$ cat config.mk
export PLATFORM = sky130hd
export DESIGN_NAME = map_cam_ctrl
export DESIGN_NICKNAME = d
export VERILOG_FILES = /design/src/rtl/map_cam_ctrl_pkg.sv /design/src/rtl/CAM.sv /design/src/rtl/rr_arbiter.sv /design/src/rtl/map_cam_ctrl.sv
export SDC_FILE = /design/constraint.sdc
export NUM_CORES = 1
export LEC_CHECK = 0
export ABC_AREA = 1
export CAP_MARGIN = 20
export CORE_MARGIN = 2
export CORE_UTILIZATION = 62
export CTS_CLUSTER_SIZE = 30
export DETAILED_ROUTE_END_ITERATION = 8
export PLACE_DENSITY = 0.81
export SYNTH_ARGS = -nofsm -noshare
export SYNTH_HDL_FRONTEND = slang
export SYNTH_SLANG_ARGS = --single-unit
export TNS_END_PERCENT = 1
$ cat constraint.sdc
create_clock -name clock -period 3.8 [get_ports clock]
set_input_delay 0.38 -clock clock [delete_from_list [all_inputs] [get_ports clock]]
set_output_delay 0.38 -clock clock [all_outputs]
set_load 0.02 [all_outputs]
$ cat src/rtl/map_cam_ctrl_pkg.sv
// Shared widths and the response record for the map CAM controller.
package map_cam_ctrl_pkg;

    localparam int unsigned ARCH_REGFILE_SIZE = 32;
    localparam int unsigned PHYS_REGFILE_SIZE = 64;
    localparam int unsigned DEFAULT_NUM_REQ   = 2;

    localparam int unsigned ARCH_IDX_W = $clog2(ARCH_REGFILE_SIZE);
    localparam int unsigned PHYS_TAG_W = $clog2(PHYS_REGFILE_SIZE);
    localparam int unsigned REQ_ID_W   = (DEFAULT_NUM_REQ > 1) ? $clog2(DEFAULT_NUM_REQ) : 1;

    // Field widths bound the controller: ARRAY_SIZE <= ARCH_REGFILE_SIZE and
    // NUM_REQ <= DEFAULT_NUM_REQ rounded up to a power of two.
    typedef struct packed {
        logic                  valid;
        logic [REQ_ID_W-1:0]   id;
        logic                  hit;
        logic [ARCH_IDX_W-1:0] idx;
    } cam_resp_t;

endpackage

$ cat src/rtl/CAM.sv
// Combinational tag search: lowest valid matching index wins.
module CAM #(
    parameter int unsigned ARRAY_SIZE = 32,
    parameter int unsigned DATA_SIZE  = 6,
    localparam int unsigned IDX_W     = $clog2(ARRAY_SIZE)
) (
    input  logic                                 enable,
    input  logic [DATA_SIZE-1:0]                 read_data,
    input  logic [ARRAY_SIZE-1:0][DATA_SIZE-1:0] array,
    input  logic [ARRAY_SIZE-1:0]                valid,
    output logic                                 hit,
    output logic [IDX_W-1:0]                     read_idx
);

    // Scan upward and latch the first match so the lowest index wins.
    always_comb begin
        hit      = 1'b0;
        read_idx = '0;
        for (int unsigned k = 0; k < ARRAY_SIZE; k++) begin
            if (enable && !hit && valid[k] && (array[k] == read_data)) begin
                hit      = 1'b1;
                read_idx = IDX_W'(k);
            end
        end
    end

endmodule

$ cat src/rtl/rr_arbiter.sv
// Round-robin arbiter: first request at or after ptr, with wrap, gets a one-hot grant.
module rr_arbiter #(
    parameter int unsigned NUM_REQ = 2,
    localparam int unsigned PTR_W  = (NUM_REQ > 1) ? $clog2(NUM_REQ) : 1
) (
    input  logic [NUM_REQ-1:0] req,
    input  logic               en,
    input  logic [PTR_W-1:0]   ptr,
    output logic [NUM_REQ-1:0] gnt
);

    // Walk requesters starting at ptr; grant the first one that is asking.
    always_comb begin
        logic        found;
        int unsigned k;
        gnt   = '0;
        found = 1'b0;
        k     = 0;
        for (int unsigned j = 0; j < NUM_REQ; j++) begin
            k = (32'(ptr) + j) % NUM_REQ;
            if (en && !found && req[k[PTR_W-1:0]]) begin
                gnt[k[PTR_W-1:0]] = 1'b1;
                found             = 1'b1;
            end
        end
    end

endmodule

$ cat src/rtl/map_cam_ctrl.sv
// Tag array with valid bits and a round-robin shared CAM search port.
module map_cam_ctrl
    import map_cam_ctrl_pkg::*;
#(
    parameter int unsigned ARRAY_SIZE = ARCH_REGFILE_SIZE,
    parameter int unsigned DATA_SIZE  = $clog2(PHYS_REGFILE_SIZE),
    parameter int unsigned NUM_REQ    = 2,
    localparam int unsigned IDX_W     = $clog2(ARRAY_SIZE),
    localparam int unsigned ID_W      = (NUM_REQ > 1) ? $clog2(NUM_REQ) : 1
) (
    input  logic                              clock,
    input  logic                              reset,
    input  logic                              flush,
    input  logic                              wr_en,
    input  logic [IDX_W-1:0]                  wr_idx,
    input  logic [DATA_SIZE-1:0]              wr_data,
    input  logic                              inv_en,
    input  logic [IDX_W-1:0]                  inv_idx,
    input  logic [NUM_REQ-1:0]                req_valid,
    input  logic [NUM_REQ-1:0][DATA_SIZE-1:0] req_data,
    output logic [NUM_REQ-1:0]                req_ready,
    output logic                              resp_valid,
    output logic [ID_W-1:0]                   resp_id,
    output logic                              resp_hit,
    output logic [IDX_W-1:0]                  resp_idx,
    input  logic                              resp_ready
);

    logic [ARRAY_SIZE-1:0][DATA_SIZE-1:0] array_q, array_d;
    logic [ARRAY_SIZE-1:0]                valid_q, valid_d;
    logic [ID_W-1:0]                      rr_ptr_q, rr_ptr_d;
    cam_resp_t                            resp_q, resp_d;

    logic                 out_free;
    logic                 arb_en;
    logic [NUM_REQ-1:0]   gnt;
    logic                 accept;
    logic [ID_W-1:0]      gnt_idx;
    logic [DATA_SIZE-1:0] sel_data;
    logic                 cam_hit;
    logic [IDX_W-1:0]     cam_idx;

    // Grants are only offered when the output register can take a result;
    // reset gates them so req_ready reads 0 while reset is held low.
    always_comb begin
        out_free = !resp_q.valid || resp_ready;
        arb_en   = out_free && !flush && reset;
    end

    rr_arbiter #(
        .NUM_REQ (NUM_REQ)
    ) u_arb (
        .req (req_valid),
        .en  (arb_en),
        .ptr (rr_ptr_q),
        .gnt (gnt)
    );

    // Encode the one-hot grant and select the winning search tag.
    always_comb begin
        gnt_idx = '0;
        for (int unsigned j = 0; j < NUM_REQ; j++) begin
            if (gnt[j]) begin
                gnt_idx = ID_W'(j);
            end
        end
        accept    = |gnt;
        req_ready = gnt;
        sel_data  = req_data[gnt_idx];
    end

    CAM #(
        .ARRAY_SIZE (ARRAY_SIZE),
        .DATA_SIZE  (DATA_SIZE)
    ) u_cam (
        .enable    (accept),
        .read_data (sel_data),
        .array     (array_q),
        .valid     (valid_q),
        .hit       (cam_hit),
        .read_idx  (cam_idx)
    );

    // Next state: array/valid updates, round-robin pointer and output register.
    always_comb begin
        array_d  = array_q;
        valid_d  = valid_q;
        rr_ptr_d = rr_ptr_q;
        resp_d   = resp_q;

        if (flush) begin
            valid_d = '0;
            resp_d  = '0;
        end else begin
            // Invalidate first so a same-index write overrides it.
            if (inv_en) begin
                valid_d[inv_idx] = 1'b0;
            end
            if (wr_en) begin
                array_d[wr_idx] = wr_data;
                valid_d[wr_idx] = 1'b1;
            end

            if (accept) begin
                rr_ptr_d     = (gnt_idx == ID_W'(NUM_REQ - 1)) ? '0 : gnt_idx + 1'b1;
                resp_d.valid = 1'b1;
                resp_d.id    = REQ_ID_W'(gnt_idx);
                resp_d.hit   = cam_hit;
                resp_d.idx   = ARCH_IDX_W'(cam_idx);
            end else if (out_free) begin
                resp_d.valid = 1'b0;
            end
        end
    end

    // State registers with asynchronous active-low reset.
    always_ff @(posedge clock or negedge reset) begin
        if (!reset) begin
            array_q  <= '0;
            valid_q  <= '0;
            rr_ptr_q <= '0;
            resp_q   <= '0;
        end else begin
            array_q  <= array_d;
            valid_q  <= valid_d;
            rr_ptr_q <= rr_ptr_d;
            resp_q   <= resp_d;
        end
    end

    // Response outputs come straight from the output register.
    always_comb begin
        resp_valid = resp_q.valid;
        resp_id    = resp_q.id[ID_W-1:0];
        resp_hit   = resp_q.hit;
        resp_idx   = resp_q.idx[IDX_W-1:0];
    end

endmodule
---- Word-level counts from Yosys, hierarchy flattened ----
Index checks and enable logic that the tools add are counted.
storage, ports and cells
  flip-flop bits (word level) ............. 233
  logic and storage cells ................. 323
cells by class
  bitwise gates (word level) .............. 5
  equal/unequal tests ..................... 32
  reductions and logical operators ........ 144
  add/sub/neg operators ................... 2
  multiplexer cells ....................... 93
  $lt $le $gt $ge ......................... 9
operators by type and width
  cell                 count
  $bwmux 192           1
  $eq 6x6->1           32
  $mux 32              4
  $logic_and 1x1->1    104
  $mux 5               16
  $mux 1               46
  $logic_not 1->1      34
  $and 32x32->32       1
  $mux 4               8
  $not 32->32          1
  $or 32x32->32        1
  $demux 6 s5          1
  $mux 6               3
  $lt 5x6->1 const B   2
  $mux 3               4
  $demux 1 s5          2
  $ge 5x1->1 const B   2
  $mux 2               4
  $mux 8               1
  $mux 7               1
  $lt 1x2->1 const B   3
  $reduce_and 2->1     2
  $reduce_bool 3->1    1
  $add 1x1->1 const B  2
  other kinds (7)      9

---- Depth between registers and ports, before layout ----
Gate-level depths: netlist of the first run.
  depth after elaboration ................. 173
  depth in mapped cells ................... 30

---- Hierarchy ----
From an unflattened synthesis of the first run, not the netlist that was laid out.
unflattened totals
  cells, all modules ...................... 1739
  area, all modules ....................... 13112.6 sq um
by module, submodules not included
  module        times used  sequential area each (sq um)  cells each  area an instance (sq um)
  map_cam_ctrl  1           5830.6                        1113        9753.1
  CAM           1           0.0                           621         3338.2
  rr_arbiter    1           0.0                           5           21.3

---- Worst setup path before layout of the first run ----
OpenSTA, ideal clock, no wires.
  kind .................................... reg-to-reg
  start point ............................. register resp_q, in the netlist resp_valid
  end point ............................... register resp_q, in the netlist resp_hit
  data arrival time ....................... 3189 ps
  cell stages (with the launch flop) ...... 28
  required time ........................... 3676 ps
  period minus slack after synthesis ...... 3313 ps
  buffers on the path ..................... 2
  slack ................................... 487 ps
  cell sequence ........................... dfrtp_1 -> inv_1 -> nor2_1 -> nor2_4 -> nand2_2 -> buf_6 -> nand2_1 -> nand2_2 -> buf_6 -> nand2_1 -> nand3_1 -> nor3_1 -> nand2_1 -> nand4_1 -> nor2_1 -> nand4_1 -> nor2_1 -> nand4_1 -> nor2_2 -> nand4_1 -> nor2_2 -> nand4_1 -> nor2_2 -> nand4_1 -> nor2_2 -> nand4_1 -> nor3_1 -> nand2_1
between the ends
  cells in the longest elaborated chain, start to end .. 173
  elaborated cells between the ends (all ways) .. 209
RTL lines
  item                               RTL line             text
  start, declared                    map_cam_ctrl.sv:32   cam_resp_t resp_q, resp_d;
  start signal, assigned             map_cam_ctrl.sv:127  resp_q <= resp_d;
  $logic_not 1->1 *                  map_cam_ctrl.sv:46   out_free = !resp_q.valid || resp_ready;
  $logic_or 1x1->1 *                 map_cam_ctrl.sv:46
  $logic_and 1x1->1 * (2 in series)  map_cam_ctrl.sv:47   arb_en = out_free && !flush && reset;
  $logic_and 1x1->1                  rr_arbiter.sv:21     if (en && !found && req[k[PTR_W-1:0]]) begin
  $mux 1                             rr_arbiter.sv:21
  $logic_not 1->1                    rr_arbiter.sv:21
  $logic_and 1x1->1 (2 in series)    rr_arbiter.sv:21
  $mux 2 *                           rr_arbiter.sv:21
  (+151 left out)                    n/a
  $logic_not 1->1                    CAM.sv:20            if (enable && !hit && valid[k] && (array[k] == read_data)) begin
  $logic_and 1x1->1 (3 in series)    CAM.sv:20
  $mux 1                             CAM.sv:20
  $logic_not 1->1                    CAM.sv:20
  $logic_and 1x1->1 (3 in series)    CAM.sv:20
  $mux 1                             CAM.sv:20
  $mux 7                             map_cam_ctrl.sv:104  if (accept) begin
  $mux 8                             map_cam_ctrl.sv:91   if (flush) begin
Every way passes the cells marked *; elsewhere a longest branch is shown, timed or not. The select of a mux whose other input is x is not followed.
A chain may end at the register's enable or synchronous reset.

---- Final worst setup path of the first run ----
  start point ............................. register rr_ptr_q
  end point ............................... register resp_q, in the netlist resp_idx[3]
between the ends
  cells in the longest elaborated chain, start to end .. 171
  elaborated cells between the ends (all ways) .. 243
RTL lines
  item                                                                RTL line             text
  start, declared                                                     map_cam_ctrl.sv:31   logic [ID_W-1:0] rr_ptr_q, rr_ptr_d;
  start signal, assigned                                              map_cam_ctrl.sv:126  rr_ptr_q <= rr_ptr_d;
  parallel branches: the longest is 7 deep, another holds $lt 1x2->1  n/a
  $mux 2 *                                                            rr_arbiter.sv:21
  $mux 1                                                              map_cam_ctrl.sv:63   if (gnt[j]) begin
  $mux 6 (implied by the code) (2 in series)                          map_cam_ctrl.sv:69   sel_data = req_data[gnt_idx];
  $eq 6x6->1                                                          CAM.sv:20
  $logic_and 1x1->1                                                   CAM.sv:20
  $mux 1                                                              CAM.sv:20
  $logic_not 1->1                                                     CAM.sv:20
  (+144 left out)                                                     n/a
  $logic_not 1->1                                                     CAM.sv:20
  $logic_and 1x1->1 (3 in series)                                     CAM.sv:20
  $mux 1                                                              CAM.sv:20
  $logic_not 1->1                                                     CAM.sv:20
  $logic_and 1x1->1 (3 in series)                                     CAM.sv:20
  $mux 5                                                              CAM.sv:20
  $mux 7                                                              map_cam_ctrl.sv:104
  $mux 8                                                              map_cam_ctrl.sv:91
Every way passes the cells marked *. The select of a mux whose other input is x is not followed.

==> metrics.md, run 1 <==
| Metric | Value |
|---|---|
| Fin. max-slew vios | 0 |
| Max frequency | 261 MHz |
| HPWL after DPL | 27,600 um |
| CTS Buf Count | 26 |
| Vias in the first global route | 12,616 |
| Clk slew on worst S/H paths | 0.06 ns |
| Share of layout cells above drive strength 1 | 13.9% |
| Post-CTS setup buffer count | 0 |
| Crit share post-route | 101% |
| Fin crit period | 3.82 ns |
| Post-Route Setup TNS | -0.0293 ns |
| # diodes | 0 |
| Clock power frac | 38.8% |
| Post-synth ARST share | 100% |
| Most frequent cells after synthesis | nand2_1 (539), dfrtp_1 (233), o21ai_0 (219) |
| Initial core utilization | 62.8% |
| Via density | 6.14 |
| Clock Tree Root | clkbuf_16 |
| H-tree lvl count | 1 |
| Critical path class | reg -> reg |
| Final Hold Fails | 0 |
| Most numerous cell in the Yosys netlist | nand2_1 |
| Post-synth top area share | 44.5% |
| EDFF count, synth | 0 |
| Syn Inst Count | 1,761 |
| Total number of vias | 13,260 |
| Register area share after synthesis | 44.5% |
| Int Pwr | 0.00490 W |
| Synthesis-to-finish area growth | 18.7% |
| Status | finished, violations left |
| Sequential power share | 43.1% |
| First-pass GRT wire length | 66,100 um |
| Final Util | 74.6% |
| Sw frac | 29.4% |
| CTS max path bufs | 3 |
| Post-Syn Area | 13,100 sq um |
| Yosys cell types | 51 |
| Finish-stage setup viols | 3 |
| Initial antenna violation count | 0 |
| Combinational Power Share | 18.1% |
| Drc violations | 0 |
| Antenna Violating Nets Remaining | 0 |
| Gr usage total | 37.8% |
| Crit path capture type | register |
| Peak VDD IR | 0.418 mV |
| Largest net degree at the start of global routing | 89 |
| Synth warn | 0 |
| Worst skew pair latency | 0.54 ns |
| P_sw | 0.00204 W |
| Data arrival, critical path | 4.30 ns |
| Row count | 53 |
| Worst path required time | 4.27 ns |
| Die height | 149 um |
| Power Dens Cells | 446 nW/um^2 |
| Post-route clock skew | 0.0199 ns |
| Fillers | 1,565 |
| TritonCTS clock tree | built |
| Clk sinks | 233 |
| Maxcap violations | 0 |
| Mapped Avg Cell Area | 7.45 sq um |
| IO Port Bufs | 45 |
| Slew HR | 34.4% |
| Leak | 7.39 nW |
| Core area | 20,900 sq um |
| Num ports | 46 |
| Grt total ovfl | 0 |
| Startpoint types | register |
| Leading area contributor after synthesis | dfrtp_1 |
| Final Net Count | 1,903 |
| RSZ-0062 raised after global routing | yes |
| Top area cells in the synthesized netlist | dfrtp_1 (44%), nand2_1 (15%), o21ai_0 (8.4%) |
| Final wirelength | 42,300 um |
| Min-delay worst type | in -> async |
| Syn_nets | 1,797 |
| Fin worst setup slack | -0.0244 ns |
| Die X | 149 um |
| FF-to-FF path depth | 23 |
| Initial DRT Pass Iterations | 9 |
| Worst-Margin Slew | 0.984 ns |
| Synth Flop Type | dfrtp_1 |
| #FFs+latches synth | 233 |
| Failing checks | negative setup slack |
| Die ar. | 22,300 sq um |
| Total power draw | 0.00694 W |
| DR iter-0 viols | 1,322 |
| Crit Path Max Fanout | 17 |
| Drt wl/cell | 19.6 um |
| Gpl congestion | 0.950 |
-- layout make-up --
cell class                 count  area (sq um)  share of cell area, %
multi-input combinational   1290          6410                   41.2
sequential                   233          5830                   37.4
timing repair buffer         176          1550                   9.97
clock buffer                  37           753                   4.84
inverter                     140           526                   3.37
tap                          275           344                   2.21
clock inverter                 9           155                  0.996
-- critical path: stages (launching register included) --
cell	delay, ns
dfrtp_1	0.37
inv_2	0.07
a21oi_4	0.16
buf_4	0.22
nand3_1	0.19
nand2_4	0.24
buf_4	0.22
buf_12	0.16
nand2_1	0.07
nand4_1	0.18
nand4_1	0.14
nor2_1	0.13
nand4_1	0.13
nor2_2	0.18
nand4_1	0.12
nor2_1	0.11
nand4_1	0.14
nor2_2	0.15
nand4_1	0.13
nor2_1	0.14
nand3_1	0.09
nor2_2	0.15
nand4_2	0.12
nand4_1	0.13
-- cells in the final DEF, fill, tap and decap left out, types with 4 or more instances in the layout --
| master | instances |
|---|---|
| nand3_2 | 4 |
| buf_12 | 5 |
| nand2_4 | 10 |
| dfrtp_1 | 233 |
| or2_2 | 45 |
| nand2_1 | 532 |
| nand3_1 | 64 |
| a211oi_1 | 12 |
| clkdlybuf4s50_1 | 44 |
| inv_2 | 4 |
| nand4_1 | 54 |
| nor3b_1 | 13 |
| a2111oi_0 | 8 |
| or2_1 | 5 |
| nand2_2 | 6 |
| clkbuf_8 | 4 |
| clkbuf_16 | 27 |
| xor2_1 | 24 |
| o21ai_0 | 219 |
| nor4_1 | 21 |
| nand3b_1 | 4 |
| o22ai_1 | 12 |
| o211ai_1 | 40 |
| bufinv_16 | 4 |
| nor3_1 | 41 |
| inv_1 | 136 |
| nor2_2 | 13 |
| a21oi_1 | 11 |
| nor2_1 | 107 |
| o2111ai_1 | 10 |
| buf_4 | 121 |
| clkbuf_1 | 6 |
-- sequential cells by signal (all words and copies together), names as in the netlist --
name / count
resp_id: 1
resp_hit: 1
resp_idx: 5
array_q: 192
valid_q: 32
resp_valid: 1
rr_ptr_q: 1
-- power groups by stage --
stage	clock (W)	combinational [W]	sequential, W
final	0.00269	0.00126	0.00299
after CTS	0.00270	0.00122	0.00298
after floorplan	0	0.000772	0.00295
after detailed placement	0	0.00120	0.00302
after global routing	0.00281	0.00140	0.00302
after global placement	0	0.00116	0.00301
-- metal layers --
layer | wire length, um | track usage [%] | up-vias
met5 | 0 | 0 | -
met4 | 2330 | 17.9 | 0
met3 | 4240 | 6.43 | 199
met2 | 19500 | 61.7 | 747
met1 | 16200 | 49.3 | 6220
li1 | - | - | 6094
-- path summary, 6_finish.rpt --
kind / from / to / slack [ns]
max: rr_ptr_q / resp_idx[3] / -0.02
min: reset / array_q[4] / 0.05
max reg2reg: rr_ptr_q / resp_idx[3] / -0.02
min reg2reg: array_q[181] / array_q[181] / 0.49
max in group asynchronous: reset / array_q[143] / 2.40
min in group clock: reset / resp_id / 0.43
-- what timing repair did --
action | 4_1_cts | 5_1_grt
gates resized for setup | 2 | 23
hold buffers | 0 | 0
endpoints found under the setup margin | 2 | 6
pin swaps | 0 | 4
-- cell families (layout without fill, tap and decap cells) --
kind of cell / count (synthesis) / after routing / synth area share [%]
AND/OR/NAND/NOR: 931 / 931 / 31.4
flip-flops: 233 / 233 / 44.5
XOR/XNOR: 26 / 26 / 1.74
AO/OA/AOI/OAI: 333 / 333 / 15.0
buffers and inverters: 238 / 362 / 7.38
-- per-stage QoR --
stage               cell area, sq um  setup WS [ns]  std cells  hold WS [ns]
finish                         15600        -0.0244       2160        0.0464
global route                   15600         -0.315       2160         0.118
CTS                            15400         0.0138       2158        0.0857
detailed placement             14500         -0.456       2112         0.474
global placement               14500         -0.305       2112         0.468
floorplan                      13100          0.487       1761        0.0844
(Power assumes the default switching activity.)
==> run 2, diff against run 1 <==
- GPL_TIMING_DRIVEN: not set -> 0
==> run 2 against run 1 <==
  * The run still ends with negative setup slack left
  * Clock skew decreased by 0.0076 ns
  * Combinational power barely moved
  * Non-clock buffer count rose by 8
  * Hold slack gained 0.070 ns
  * Sequential share of layout area is 0.38 points higher
  * Sequential cell count unchanged
==> metrics.md, run 2 (synthesis results as in run 1) <==
| Metric | Value |
|---|---|
| Met2 Use GR | 61.6% |
| Total number of vias | 13,644 |
| Fin worst setup slack | -0.362 ns |
| Fin. max-slew vios | 0 |
| CTS Buf Count | 25 |
| Grt total ovfl | 0 |
| First-pass GRT wire length | 70,300 um |
| Fin crit period | 4.16 ns |
| Maxcap violations | 0 |
| Final Net Count | 1,910 |
| Critical path class | reg -> reg |
| HPWL after DPL | 29,500 um |
| Antenna Violating Nets Remaining | 0 |
| Via density | 6.29 |
| Register with the most flip-flops | array_q |
| Slew HR | 29.8% |
| P_sw | 0.00203 W |
| Critical Path, Cell by Cell | inv_2 -> a21oi_4 -> nand3b_1 -> nand2_2 -> clkbuf_2 -> clkbuf_2 -> nor2_1 -> nor3b_1 -> nand3_1 -> nor4_1 -> nor2_2 -> nand4_1 -> nor2_2 -> nand4_1 -> nor2_2 -> buf_4 -> nand2_1 -> o211a_1 -> o211ai_1 -> a21oi_1 -> nand3_1 |
| Sw frac | 30.4% |
| DR iter-0 viols | 1,804 |
| Num ports | 46 |
| FF-to-FF Start | rr_ptr_q |
| Worst-Margin Slew | 1.05 ns |
| Share of layout cells above drive strength 1 | 11.1% |
| Power Dens Cells | 432 nW/um^2 |
| Most common cell after layout, fill and taps aside | nand2_1 |
| Data arrival, critical path | 4.57 ns |
| Clk slew on worst S/H paths | 0.06 ns |
| Post-route clock skew | 0.0123 ns |
| Worst path required time | 4.21 ns |
| HP Start | flush |
| Initial DRT Pass Iterations | 9 |
| Clock power frac | 35.9% |
| Cell with the largest stage delay on the worst path | nor4_1 |
| Leak | 7.22 nW |
| Post-Route Setup TNS | -1.72 ns |
| Crit path capture type | register |
| Int Pwr | 0.00463 W |
| Status | finished, violations left |
| Die ar. | 22,300 sq um |
| Clk sinks | 233 |
| Met1 Usage GRT | 55.7% |
| Row count | 53 |
| Worst skew pair latency | 0.53 ns |
| Crit Path Max Fanout | 10 |
| Reg2reg setup slack | -0.36 ns |
| Initial core utilization | 62.8% |
| Final wirelength | 45,500 um |
| Sequential power share | 44.8% |
| Crit share post-route | 110% |
| Clock Tree Root | clkbuf_16 |
| Gpl congestion | 0.983 |
| Die X | 149 um |
| FF-to-FF path depth | 21 |
| Drc violations | 0 |
| IO Port Bufs | 45 |
| TritonCTS clock tree | built |
| Number of flip-flops under the largest register name | 192 |
| Total power draw | 0.00666 W |
| Drt wl/cell | 21.0 um |
| Hold depth | 2 |
| CTS max path bufs | 3 |
| Initial antenna violation count | 0 |
| Hold EP | resp_valid |
| Register area | 5830 sq um |
| Largest net degree at the start of global routing | 100 |
| Synthesis-to-finish area growth | 17.6% |
| H-tree lvl count | 1 |
| Core area | 20,900 sq um |
| Worst hold margin | 0.116 ns |
| FF-to-FF End | resp_idx[0] |
| Final Hold Fails | 0 |
| RSZ-0062 raised after global routing | yes |
| Area of the multi-input gates | 6420 sq um |
| Finish-stage setup viols | 6 |
| Min-delay worst type | in -> reg |
| Combinational Power Share | 19.3% |
| Met3 Usage GRT | 9.91% |
| Layer with the highest usage | met2 |
| Vias in the first global route | 12,873 |
| Peak VDD IR | 0.394 mV |
| Max frequency | 240 MHz |
| Final Util | 73.8% |
| Die height | 149 um |
| Delay of the slowest critical-path stage | 0.61 ns |
| Fillers | 1,627 |
| Failing checks | negative setup slack |
| Commonest cells after routing, fill and taps aside | nand2_1 (531), dfrtp_1 (233), o21ai_0 (218) |
| Gr usage total | 41.3% |
| Top cell by count, worst path | nor2_2 |
| Startpoint types | register |
run 2: stage by stage:
stage	setup slack, ns	std cells	cell area, sq um
2_1_floorplan	0.487	1761	13100
3_3_place_gp	-9.15	2081	13900
3_5_place_dp	-1.38	2086	14000
4_1_cts	-0.148	2163	15400
5_1_grt	-0.494	2167	15400
6_report	-0.362	2168	15400
run 2: final cells by class:
type | count | share of cell area [%]
inverters | 140 | 3.41
clock buffers | 44 | 5.10
clock inverters | 1 | 0.0325
repair buffers | 86 | 6.22
flip-flops and latches | 233 | 37.8
diodes | 1 | 0.0162
plain buffers | 98 | 3.52
well taps | 275 | 2.23
multi-input cells | 1290 | 41.7
run 2: worst max-delay path by stage:
stage	start	to	slack [ns]	cells after the start
after floorplan	resp_valid	resp_hit	0.49	27
after global placement	reset	resp_idx[3]	-9.15	17
after detailed placement	reset	resp_idx[4]	-1.38	18
after CTS	resp_valid	resp_hit	-0.15	26
after global routing	resp_valid	resp_idx[4]	-0.49	28
final	rr_ptr_q	resp_idx[0]	-0.36	21
run 2: per-layer routing:
metal	part of all wire, %	wire [um]	vias up
met4	6.8	3100	0
met5	0	0	-
met3	13	5840	227
met1	38	17300	6382
li1	-	-	6107
met2	42	19300	928
run 2: critical path, delay by kind of cell (launching register included):
| kind | cells | cell delay, ns |
|---|---|---|
| buffers and inverters | 4 | 0.86 |
| AND/OR/NAND/NOR | 13 | 2.06 |
| flip-flops | 1 | 0.36 |
| AO/OA/AOI/OAI | 4 | 0.76 |
run 2: timing repair:
| item | in CTS | in global routing |
|---|---|---|
| setup buffers | 24 | 3 |
| setup endpoints to repair | 7 | 6 |
| endpoints found under the hold margin | 58 | 0 |
| gates cloned | 3 | 1 |
| hold buffers | 5 | 0 |
| pin swaps | 16 | 14 |
| gates resized for setup | 58 | 13 |
run 2: power by group through the flow:
stage,combinational [W],clock [W],sequential [W]
after global placement,0.00110,0,0.00301
after detailed placement,0.00114,0,0.00301
after floorplan,0.000772,0,0.00295
after global routing,0.00141,0.00249,0.00301
final,0.00128,0.00239,0.00299
after CTS,0.00123,0.00238,0.00297
